==> src/rtl/dmem_access_ctrl_if.sv <==
// rtl/dmem_access_ctrl_if.sv - data-memory req/ack bus between the M-stage controller and memory
interface dmem_access_ctrl_if #(
  parameter int XLEN = 32
);
  logic            dmem_req_o;
  logic            dmem_we_o;
  logic [XLEN-1:0] dmem_addr_o;
  logic [3:0]      dmem_wstrb_o;
  logic [XLEN-1:0] dmem_wdata_o;
  logic            dmem_ack_i;
  logic [XLEN-1:0] dmem_rdata_i;

  modport master (
    output dmem_req_o, dmem_we_o, dmem_addr_o, dmem_wstrb_o, dmem_wdata_o,
    input  dmem_ack_i, dmem_rdata_i
  );

  modport slave (
    input  dmem_req_o, dmem_we_o, dmem_addr_o, dmem_wstrb_o, dmem_wdata_o,
    output dmem_ack_i, dmem_rdata_i
  );
endinterface

==> src/rtl/dmem_access_ctrl.sv <==
// rtl/dmem_access_ctrl.sv - M-stage load/store sequencer with stall, alignment and timeout
module dmem_access_ctrl #(
  parameter int XLEN    = 32,
  parameter int TIMEOUT = 255,
  parameter int CNT_W   = 8
) (
  input  logic               clk_i,
  input  logic               rst,
  input  logic               ED_mem_rd_i,
  input  logic               ED_mem_wr_i,
  input  logic [2:0]         ED_funct3_i,
  input  logic [XLEN-1:0]    ED_valE_i,
  input  logic [XLEN-1:0]    ED_wdata_i,
  dmem_access_ctrl_if.master dmem,
  output logic [XLEN-1:0]    M_valM_o,
  output logic               M_bubble_o,
  output logic               upstream_stall_o,
  output logic               misalign_o,
  output logic               timeout_err_o
);

  typedef enum logic {IDLE, WAIT} state_t;

  // The IDLE request cycle is the first wait cycle, so WAIT gives up one count earlier.
  localparam logic [CNT_W-1:0] LAST_CNT = CNT_W'((TIMEOUT > 1) ? TIMEOUT - 2 : 0);

  state_t           r_state;
  logic [CNT_W-1:0] r_cnt;
  logic             r_timeout_err;

  logic            w_memop;
  logic            w_is_byte;
  logic            w_is_half;
  logic            w_is_word;
  logic            w_signed;
  logic [1:0]      w_off;
  logic            w_misalign;
  logic            w_req;
  logic            w_ack;
  logic            w_last;
  logic            w_stall;
  logic [7:0]      w_rbyte;
  logic [15:0]     w_rhalf;
  logic [XLEN-1:0] w_load;

  assign w_memop    = ED_mem_rd_i | ED_mem_wr_i;
  assign w_is_byte  = (ED_funct3_i[1:0] == 2'b00);
  assign w_is_half  = (ED_funct3_i[1:0] == 2'b01);
  assign w_is_word  = ED_funct3_i[1];
  assign w_signed   = ~ED_funct3_i[2];
  assign w_off      = ED_valE_i[1:0];
  assign w_misalign = w_memop & ((w_is_half & w_off[0]) | (w_is_word & (w_off != 2'b00)));

  // Requests are suppressed while reset is held so an abandoned access never reissues.
  assign w_req   = ~rst & ((r_state == WAIT) | (w_memop & ~w_misalign));
  assign w_ack   = w_req & dmem.dmem_ack_i;
  assign w_last  = (r_state == WAIT) & ~dmem.dmem_ack_i & (r_cnt == LAST_CNT);
  assign w_stall = w_req & ~dmem.dmem_ack_i & ~w_last;

  assign dmem.dmem_req_o   = w_req;
  assign dmem.dmem_we_o    = w_req & ED_mem_wr_i;
  assign dmem.dmem_addr_o  = {ED_valE_i[XLEN-1:2], 2'b00};
  assign dmem.dmem_wstrb_o = !(w_req & ED_mem_wr_i) ? 4'b0000 :
                             w_is_byte ? (4'b0001 << w_off) :
                             w_is_half ? (4'b0011 << w_off) : 4'b1111;
  assign dmem.dmem_wdata_o = w_is_byte ? {4{ED_wdata_i[7:0]}} :
                             w_is_half ? {2{ED_wdata_i[15:0]}} : ED_wdata_i;

  assign w_rbyte = dmem.dmem_rdata_i[{w_off, 3'b000} +: 8];
  assign w_rhalf = w_off[1] ? dmem.dmem_rdata_i[31:16] : dmem.dmem_rdata_i[15:0];
  assign w_load  = w_is_byte ? {{(XLEN-8){w_signed & w_rbyte[7]}}, w_rbyte} :
                   w_is_half ? {{(XLEN-16){w_signed & w_rhalf[15]}}, w_rhalf} :
                   dmem.dmem_rdata_i;

  assign M_valM_o         = (ED_mem_rd_i & w_ack) ? w_load : '0;
  assign upstream_stall_o = w_stall;
  assign M_bubble_o       = w_stall;
  assign misalign_o       = ~rst & (r_state == IDLE) & w_misalign;
  assign timeout_err_o    = r_timeout_err;

  always_ff @(posedge clk_i or posedge rst) begin
    if (rst) begin
      r_state       <= IDLE;
      r_cnt         <= '0;
      r_timeout_err <= 1'b0;
    end else begin
      case (r_state)
        IDLE: begin
          r_cnt <= '0;
          if (w_stall) r_state <= WAIT;
        end
        WAIT: begin
          if (w_ack || w_last) begin
            r_state <= IDLE;
            r_cnt   <= '0;
          end else begin
            r_cnt <= r_cnt + 1'b1;
          end
          if (w_last) r_timeout_err <= 1'b1;
        end
        default: r_state <= IDLE;
      endcase
    end
  end

endmodule

==> src/flat_wrapper.sv <==
// flat-port wrapper written by rule: the top's interface ports become plain ports
module dmem_access_ctrl_flat 
#(
  parameter int XLEN    = 32,
  parameter int TIMEOUT = 255,
  parameter int CNT_W   = 8
)
  (clk_i, rst, ED_mem_rd_i, ED_mem_wr_i, ED_funct3_i, ED_valE_i, ED_wdata_i, M_valM_o, M_bubble_o, upstream_stall_o, misalign_o, timeout_err_o, dmem_dmem_req_o, dmem_dmem_we_o, dmem_dmem_addr_o, dmem_dmem_wstrb_o, dmem_dmem_wdata_o, dmem_dmem_ack_i, dmem_dmem_rdata_i);
  dmem_access_ctrl_if #(.XLEN(XLEN)) dmem_i ();
  input  logic clk_i;
  input  logic rst;
  input  logic ED_mem_rd_i;
  input  logic ED_mem_wr_i;
  input  logic [2:0] ED_funct3_i;
  input  logic [XLEN-1:0] ED_valE_i;
  input  logic [XLEN-1:0] ED_wdata_i;
  output logic [XLEN-1:0] M_valM_o;
  output logic M_bubble_o;
  output logic upstream_stall_o;
  output logic misalign_o;
  output logic timeout_err_o;
  output wire logic [$bits(dmem_i.dmem_req_o)-1:0] dmem_dmem_req_o;
  output wire logic [$bits(dmem_i.dmem_we_o)-1:0] dmem_dmem_we_o;
  output wire logic [$bits(dmem_i.dmem_addr_o)-1:0] dmem_dmem_addr_o;
  output wire logic [$bits(dmem_i.dmem_wstrb_o)-1:0] dmem_dmem_wstrb_o;
  output wire logic [$bits(dmem_i.dmem_wdata_o)-1:0] dmem_dmem_wdata_o;
  input wire logic [$bits(dmem_i.dmem_ack_i)-1:0] dmem_dmem_ack_i;
  input wire logic [$bits(dmem_i.dmem_rdata_i)-1:0] dmem_dmem_rdata_i;
  assign dmem_dmem_req_o = dmem_i.dmem_req_o;
  assign dmem_dmem_we_o = dmem_i.dmem_we_o;
  assign dmem_dmem_addr_o = dmem_i.dmem_addr_o;
  assign dmem_dmem_wstrb_o = dmem_i.dmem_wstrb_o;
  assign dmem_dmem_wdata_o = dmem_i.dmem_wdata_o;
  assign dmem_i.dmem_ack_i = dmem_dmem_ack_i;
  assign dmem_i.dmem_rdata_i = dmem_dmem_rdata_i;
  dmem_access_ctrl #(.XLEN(XLEN), .TIMEOUT(TIMEOUT), .CNT_W(CNT_W)) u_core (.clk_i(clk_i), .rst(rst), .ED_mem_rd_i(ED_mem_rd_i), .ED_mem_wr_i(ED_mem_wr_i), .ED_funct3_i(ED_funct3_i), .ED_valE_i(ED_valE_i), .ED_wdata_i(ED_wdata_i), .dmem(dmem_i), .M_valM_o(M_valM_o), .M_bubble_o(M_bubble_o), .upstream_stall_o(upstream_stall_o), .misalign_o(misalign_o), .timeout_err_o(timeout_err_o));
endmodule
==> config.mk <==
export PLATFORM = sky130hd
export DESIGN_NAME = dmem_access_ctrl_flat
export DESIGN_NICKNAME = d
export VERILOG_FILES = /design/src/rtl/dmem_access_ctrl_if.sv /design/src/rtl/dmem_access_ctrl.sv /design/src/flat_wrapper.sv
export SDC_FILE = /design/constraint.sdc
export NUM_CORES = 1
export LEC_CHECK = 0
export ABC_AREA = 1
export CAP_MARGIN = 10
export CORE_ASPECT_RATIO = 1.5
export CORE_MARGIN = 2
export CORE_UTILIZATION = 32
export DETAILED_ROUTE_END_ITERATION = 12
export GPL_TIMING_DRIVEN = 0
export PLACE_DENSITY = 0.79
export SLEW_MARGIN = 20
export SYNTH_ARGS = -nofsm -noshare
export SYNTH_HDL_FRONTEND = slang
export SYNTH_SLANG_ARGS = --single-unit
==> constraint.sdc <==
create_clock -name clk_i -period 2.2 [get_ports clk_i]
set_input_delay 0.44 -clock clk_i [delete_from_list [all_inputs] [get_ports clk_i]]
set_output_delay 0.44 -clock clk_i [all_outputs]
set_load 0.01 [all_outputs]
==> metrics.log, run 1 <==
INFO  metric setup_repair_after_global_routing_missed_its_margin = yes
INFO  metric most_common_cell_after_layout_fill_and_taps_aside = sky130_fd_sc_hd__nand2_1
INFO  metric routed_via_density = 5.19
INFO  metric worstPathMaxFanout = 7
INFO  metric path_cells = buf_8, inv_6, ha_4, inv_2, nand2_2, nand3_2, nand2_4, nand4_4, buf_6, buf_8, nor2_4, buf_6
INFO  metric final.period_utilization = 102%
INFO  metric finalCriticalPeriod = 2240 ps
INFO  metric drt_iter0_markers = 485
INFO  metric max-cap-violations = 0
INFO  metric fp.coreArea = 6900 µm²
INFO  metric fp.dieArea = 7890 µm²
INFO  metric global_route.usage.total = 27.3%
INFO  metric synth_top_family_by_area = simple AND/OR/NAND/NOR gates
INFO  metric insertion_delay = 240 ps
INFO  metric floorplan.rows = 37
INFO  metric chipHeight = 108 µm
INFO  metric final_net_count = 773
INFO  metric remaining_drc_errors = 0
INFO  metric gp_congestion = 0.902
INFO  metric io_pins = 210
INFO  metric grt_pass1_vias = 3672
INFO  metric setup-violations-final = 8
INFO  metric synth-seq-area-share = 10.9%
INFO  metric clkSinkCount = 10
INFO  metric drt_first_pass_iters = 6
INFO  metric grt_antenna_before_repair = 0
INFO  metric yosys-top-cells-area = sky130_fd_sc_hd__nand2_1 23%, sky130_fd_sc_hd__buf_4 14%, sky130_fd_sc_hd__nor2_1 12%
INFO  metric syn_area = 2300 µm²
INFO  metric finalMaxSlewViolations = 0
INFO  metric detail_route.wl_per_cell = 16.1 µm
INFO  metric synth_mux_area_share = 0%
INFO  metric grt_remaining_overflow = 0
INFO  metric tritoncts_clock_tree = built
INFO  metric timing.critical_path.slowest_cell_delay = 210 ps
INFO  metric grt_first_pass_wirelength = 17200 µm
INFO  metric status = finished, violations left
INFO  metric clockBufferDepth = 2
INFO  metric largest_net_degree_at_the_start_of_global_routing = 11
INFO  metric number_of_synthesized_flops_with_an_enable_pin = 0
INFO  metric final_setup_margin = -37.8 ps
INFO  metric drive_above_1_share = 32.5%
INFO  metric floorplan.initialDensity = 33.3%
INFO  metric final_cell_area = 5000 µm²
INFO  metric netlist-cell-type-count = 27
INFO  metric numPortBuffers = 177
INFO  metric crit-reg2reg-capture = u_core.r_state$_DFF_PP0_
INFO  metric synth_async_sr_flop_share = 100%
INFO  metric cellLeakagePower = 2.58 nW
INFO  metric yosys_warnings = 0
INFO  metric numCtsBuffers = 3
INFO  metric synthesis.area_per_instance = 5.37 µm²
INFO  metric post_drt_antenna_nets = 0
INFO  metric placement.cell_area = 4170 µm²
INFO  metric post-route-util = 72.5%
INFO  metric clk_pin_slew = 50 ps
INFO  metric route.vias.total = 3844
INFO  metric flip_flop_cell_with_the_highest_count_after_synthesis = sky130_fd_sc_hd__dfrtp_1
INFO  metric final_cell_mix = 133 x sky130_fd_sc_hd__nand2_1, 108 x sky130_fd_sc_hd__clkdlybuf4s50_1, 78 x sky130_fd_sc_hd__buf_4
INFO  metric fmax = 447 MHz
INFO  metric synth_compound_gate_area_share = 11.6%
INFO  metric synth-seq-cells = 10
INFO  metric syn-instance-count = 428
INFO  metric cp.required = 1760 ps
INFO  metric place.detailed.hpwl = 8190 µm
INFO  metric synth.top_cell.area_share = 22.7%
INFO  metric worst-r2r-cell-count = 9
INFO  metric finalHoldViolations = 0
INFO  metric worstSetupStartpointType = input port
INFO  metric die_w = 73.2 µm
INFO  metric cts_root_buf = sky130_fd_sc_hd__clkbuf_8
INFO  metric gr-max-usage-layer = met2
INFO  metric worst_ir_drop_vdd = 0.000399 V
INFO  metric reg2reg_from = u_core.r_cnt[1]$_DFF_PP0_
INFO  metric cellPowerDensity = 328 nW/µm²
INFO  metric worst-r2r-setup-slack = 530 ps
INFO  metric worst_clock_skew = 2.22 ps
INFO  metric report.power.total = 1.64 mW
INFO  metric synth-simple-area-share = 48.1%
INFO  metric diodes = 0
INFO  metric finalWirelength = 11900 µm
INFO  metric synthesis_to_finish_area_growth = 117%
INFO  metric fillCellCount = 585
INFO  metric met2_use_gr = 50.6%
INFO  metric worst_ep_arrival_time = 1800 ps
INFO  metric synthAdderAreaFrac = 3.26%
INFO  metric synth-xor-area-share = 2.29%
INFO  metric yosysTopAreaCell = sky130_fd_sc_hd__nand2_1
INFO  metric critical_path.endpoint_type = output pin
INFO  metric grt_use_met3 = 3.37%
INFO  metric worst-setup-path-type = in -> out
INFO  metric grtUsageMet1 = 29.4%
INFO  metric failed_checks = setup timing
INFO  metric crit_path_max_delay_cell_type = sky130_fd_sc_hd__buf_6
INFO  metric htree_levels = 1
INFO  metric hold_crit_class = in -> async
INFO  metric finalSetupTns = -95.4 ps
synthesized netlist by cell type (2+ instances only):
master / instances
sky130_fd_sc_hd__nand2_1: 139
sky130_fd_sc_hd__nor2_1: 74
sky130_fd_sc_hd__buf_4: 43
sky130_fd_sc_hd__nand3_1: 41
sky130_fd_sc_hd__inv_1: 29
sky130_fd_sc_hd__o211ai_1: 21
sky130_fd_sc_hd__buf_2: 12
sky130_fd_sc_hd__o21ai_0: 12
sky130_fd_sc_hd__dfrtp_1: 10
sky130_fd_sc_hd__clkbuf_1: 7
sky130_fd_sc_hd__ha_1: 6
sky130_fd_sc_hd__inv_2: 6
sky130_fd_sc_hd__xor2_1: 5
sky130_fd_sc_hd__a21oi_1: 3
sky130_fd_sc_hd__nand2_2: 3
sky130_fd_sc_hd__o21ai_1: 3
sky130_fd_sc_hd__nand4_1: 2
sky130_fd_sc_hd__nor2_4: 2
sky130_fd_sc_hd__o22ai_1: 2
where the power goes:
group	internal, mW	switching (mW)
logic	0.588	0.572
clock network	0.158	0.0783
registers	0.213	0.0281
total	0.959	0.679
worst max-delay path: cells and delay by family:
kind	cells	cell delay, ps
and+or+nand+nor	5	570
adders and majority gates	1	130
buffers and inverters	6	640
metrics by stage:
step	hold WS [ps]	instances	setup slack [ps]
after detailed placement	452	684	-1250
after floorplan	337	429	130
after CTS	465	729	-153
after global routing	394	740	-80.8
after global placement	451	684	-1240
final	379	740	-37.8
how the worst max path moves through the flow:
stage	from	cells after the start	endpoint	slack, ps
5_1_grt	ED_valE_i[1]	12	M_valM_o[12]	-80
3_5_place_dp	ED_valE_i[0]	12	M_valM_o[12]	-1250
2_1_floorplan	ED_valE_i[0]	10	M_valM_o[10]	130
6_report	ED_valE_i[0]	12	M_valM_o[12]	-40
4_1_cts	ED_valE_i[0]	14	M_valM_o[28]	-150
3_3_place_gp	ED_valE_i[0]	12	M_valM_o[12]	-1240
area by class of cell:
cell class                 count  area (µm²)  share of cell area (%)
timing repair buffer         231        2190                    43.7
multi-input combinational    321        1770                    35.5
buffer                        60         488                    9.76
sequential                    10         250                    5.01
inverter                      36         149                    2.98
tap                           78        97.6                    1.95
clock buffer                   4        55.1                    1.10
cells by family (layout without fill, tap and decap cells):
group,after synthesis,count (layout)
AO/OA/AOI/OAI,42,42
XOR/XNOR,6,6
adder cells (fa/ha/maj),6,6
buffers and inverters,98,331
flip-flops,10,10
other,1,2
AND/OR/NAND/NOR,265,265
sequential cells by signal, indices dropped and copies added (netlist names):
name and count:
u_core.r_cnt 8, u_core.r_state 1, u_core.timeout_err_o 1
what timing repair did:
action | in CTS | in global routing
endpoints found under the setup margin | 65 | 45
pin swaps | 16 | 21
gates resized for setup | 285 | 57
hold buffers | 0 | 0
gates cloned | 3 | 0
buffers inserted | 38 | 15
per-layer routing:
| metal | vias up | share of wire (%) |
|---|---|---|
| met3 | 63 | 8.9 |
| met1 | 1726 | 34 |
| met5 | - | 0 |
| met2 | 272 | 52 |
| li1 | 1783 | - |
| met4 | 0 | 5.1 |
No activity file was read; power rests on OpenSTA's default activity.
==> inputs of run 2 (changes only) <==
CORE_MARGIN = not set   (was 2)
==> metrics.log, run 2 (synthesized netlist as in run 1, its figures left out) <==
INFO  metric status = finished, violations left
INFO  metric failed_checks = DRC, setup timing
INFO  metric place.detailed.hpwl = 8150 µm (-0.45%)
INFO  metric finalSetupTns = -159 ps (-63.5 ps)
INFO  metric crit_path_start = ED_valE_i[0]
INFO  metric insertion_delay = 230 ps (about the same)
INFO  metric worst_ep_arrival_time = 1830 ps (+30 ps)
INFO  metric cellLeakagePower = 2.60 nW (+0.75%)
INFO  metric global_route.usage.total = 28.9% (+1.6 points)
INFO  metric io_pins = 210 (unchanged)
INFO  metric floorplan.rows = 37 (unchanged)
INFO  metric timing.critical_path.slowest_cell_delay = 200 ps (about the same)
INFO  metric most_common_cell_after_layout_fill_and_taps_aside = sky130_fd_sc_hd__nand2_1
INFO  metric grt_antenna_before_repair = 0 (unchanged)
INFO  metric cellPowerDensity = 320 nW/µm² (-2.3%)
INFO  metric top_register = u_core.r_cnt
INFO  metric clk_pin_slew = 50 ps (about the same)
INFO  metric floorplan.initialDensity = 33.3% (unchanged)
INFO  metric cts_hold_buffers = 0 (unchanged)
INFO  metric placement.cell_area = 4170 µm² (unchanged)
INFO  metric worstSetupStartpointType = input port
INFO  metric worst-r2r-setup-slack = 690 ps (+160 ps)
INFO  metric cpMostUsedCell = sky130_fd_sc_hd__buf_6
INFO  metric crit-reg2reg-capture = u_core.r_state$_DFF_PP0_
INFO  metric fmax = 441 MHz (-1.2%)
INFO  metric drt_iter0_markers = 390 (-20%)
INFO  metric clkSinkCount = 10 (unchanged)
INFO  metric fp.coreArea = 6900 µm² (unchanged)
INFO  metric numCtsBuffers = 3 (unchanged)
INFO  metric remaining_drc_errors = 19 (+19)
INFO  metric p_int = 0.926 mW (-3.4%)
INFO  metric htree_levels = 1 (unchanged)
INFO  metric gp_congestion = 0.891 (-1.2%)
INFO  metric finalCriticalPeriod = 2270 ps (+28.1 ps)
INFO  metric reg2reg_from = u_core.r_cnt[1]$_DFF_PP0_
INFO  metric cp.required = 1760 ps (about the same)
INFO  metric grt_pass1_vias = 3750 (+2.1%)
INFO  metric place_ws = -1260 ps (-9.27 ps)
INFO  metric final_cell_mix = 128 x sky130_fd_sc_hd__nand2_1, 107 x sky130_fd_sc_hd__clkdlybuf4s50_1, 69 x sky130_fd_sc_hd__buf_4
INFO  metric detail_route.wl_per_cell = 16.6 µm (+3.5%)
INFO  metric tritoncts_clock_tree = built
INFO  metric final_net_count = 770 (-0.39%)
INFO  metric final_cell_area = 5020 µm² (+0.35%)
INFO  metric switchingPower = 0.679 mW (about the same)
INFO  metric hold_crit_class = in -> async
INFO  metric slew_headroom = 64.4%
INFO  metric routed_via_density = 5.21 (+0.23%)
INFO  metric worst_clock_skew = 5.99 ps (+3.77 ps)
INFO  metric clockBufferDepth = 2 (unchanged)
INFO  metric chipHeight = 106 µm (-1.9%)
INFO  metric grt_first_pass_wirelength = 17300 µm (+0.84%)
INFO  metric power_switching_share = 42.3% (+0.87 points)
INFO  metric setup_repair_after_global_routing_missed_its_margin = yes
INFO  metric cts_root_buf = sky130_fd_sc_hd__clkbuf_8
INFO  metric crit_path_max_delay_cell_type = sky130_fd_sc_hd__nand4_4
INFO  metric die_w = 71.2 µm (-2.7%)
INFO  metric share_clk_of_total_power = 11.5% (-2.9 points)
INFO  metric largest_net_degree_at_the_start_of_global_routing = 12 (+1)
INFO  metric worst_ir_drop_vdd = 0.000508 V (+27%)
INFO  metric max-cap-violations = 0 (unchanged)
INFO  metric post_drt_antenna_nets = 0 (unchanged)
INFO  metric route.vias.total = 3832 (-0.31%)
INFO  metric p_seq_share = 14.9% (+0.2 points)
INFO  metric final.period_utilization = 103% (+1.3 points)
INFO  metric diodes = 0 (unchanged)
INFO  metric worstPathMaxFanout = 8 (+1)
INFO  metric setup-violations-final = 4 (-4)
INFO  metric worst-setup-path-type = in -> out
INFO  metric path_cells = buf_8, inv_6, ha_4, inv_2, nand2_2, nand3_2, nand2_4, nand4_4, buf_6, buf_6, buf_6, nor2_4, buf_6
INFO  metric comb_power_share = 73.5% (+2.6 points)
INFO  metric numPortBuffers = 177 (unchanged)
INFO  metric fp.dieArea = 7540 µm² (-4.5%)
INFO  metric finalMaxSlewViolations = 0 (unchanged)
INFO  metric worst-r2r-cell-count = 8 (-1)
INFO  metric drive_above_1_share = 32.8% (+0.35 points)
INFO  metric largest_reg_flops = 8 (unchanged)
INFO  metric drt_first_pass_iters = 12 (+6)
INFO  metric tightest_pin_transition = 533 ps
INFO  metric finalWirelength = 12200 µm (+2.9%)
INFO  metric finalHoldViolations = 0 (unchanged)
INFO  metric synthesis_to_finish_area_growth = 118%
INFO  metric grt_remaining_overflow = 0 (unchanged)
INFO  metric final_setup_margin = -65.9 ps (-28.1 ps)
INFO  metric critical_path.endpoint_type = output pin
## run 2: repair_timing
action	4_1_cts	5_1_grt
buffers inserted	38	8
pin swaps	18	27
hold endpoints to repair	0	0
gates cloned	5	0
resized for setup	301	59
setup endpoints to repair	65	46
## run 2: power groups by stage
stage	Clock, mW	Combinational [mW]	Sequential [mW]
2_1_floorplan	0	0.462	0.236
3_3_place_gp	0	0.922	0.238
5_1_grt	0.193	1.25	0.243
3_5_place_dp	0	0.933	0.241
4_1_cts	0.187	1.07	0.239
6_report	0.185	1.18	0.240
## run 2: per-layer routing
layer | vias up | wire length [µm] | global-route usage, %
li1 | 1768 | - | -
met1 | 1714 | 4070 | 29.0
met2 | 276 | 6240 | 54.1
met3 | 74 | 1050 | 3.82
met4 | 0 | 856 | 19.1
met5 | - | 0 | 0
## run 2: metrics by stage
step                      instances  power, mW  hold WS [ps]  utilization, %
after floorplan                 429      0.698           337               -
after detailed placement        684       1.17           460            60.5
after global routing            736       1.69           299            72.7
after CTS                       730       1.50           471            69.3
after global placement          684       1.16           453            60.5
final                           736       1.61           282            72.7
## run 2: area by class of cell
cell class / instances / area [µm²]
tap: 78 / 97.6
sequential: 10 / 250
clock buffer: 3 / 41.3
timing repair buffer: 227 / 2170
multi-input combinational: 321 / 1810
buffer: 61 / 493
fill: 569 / 1880
inverter: 36 / 159
## run 2: how the worst max path moves through the flow
stage               cells after the start           end
global route                           13  M_valM_o[29]
floorplan                              10  M_valM_o[10]
global placement                       12  M_valM_o[14]
CTS                                    14  M_valM_o[26]
finish                                 13  M_valM_o[29]
detailed placement                     12  M_valM_o[14]
## run 2: worst max-delay path: cells and delay by family
kind                     cells  cell delay, ps
adder cells (fa/ha/maj)      1             120
AND/OR/NAND/NOR              5             530
buffers and inverters        7             730
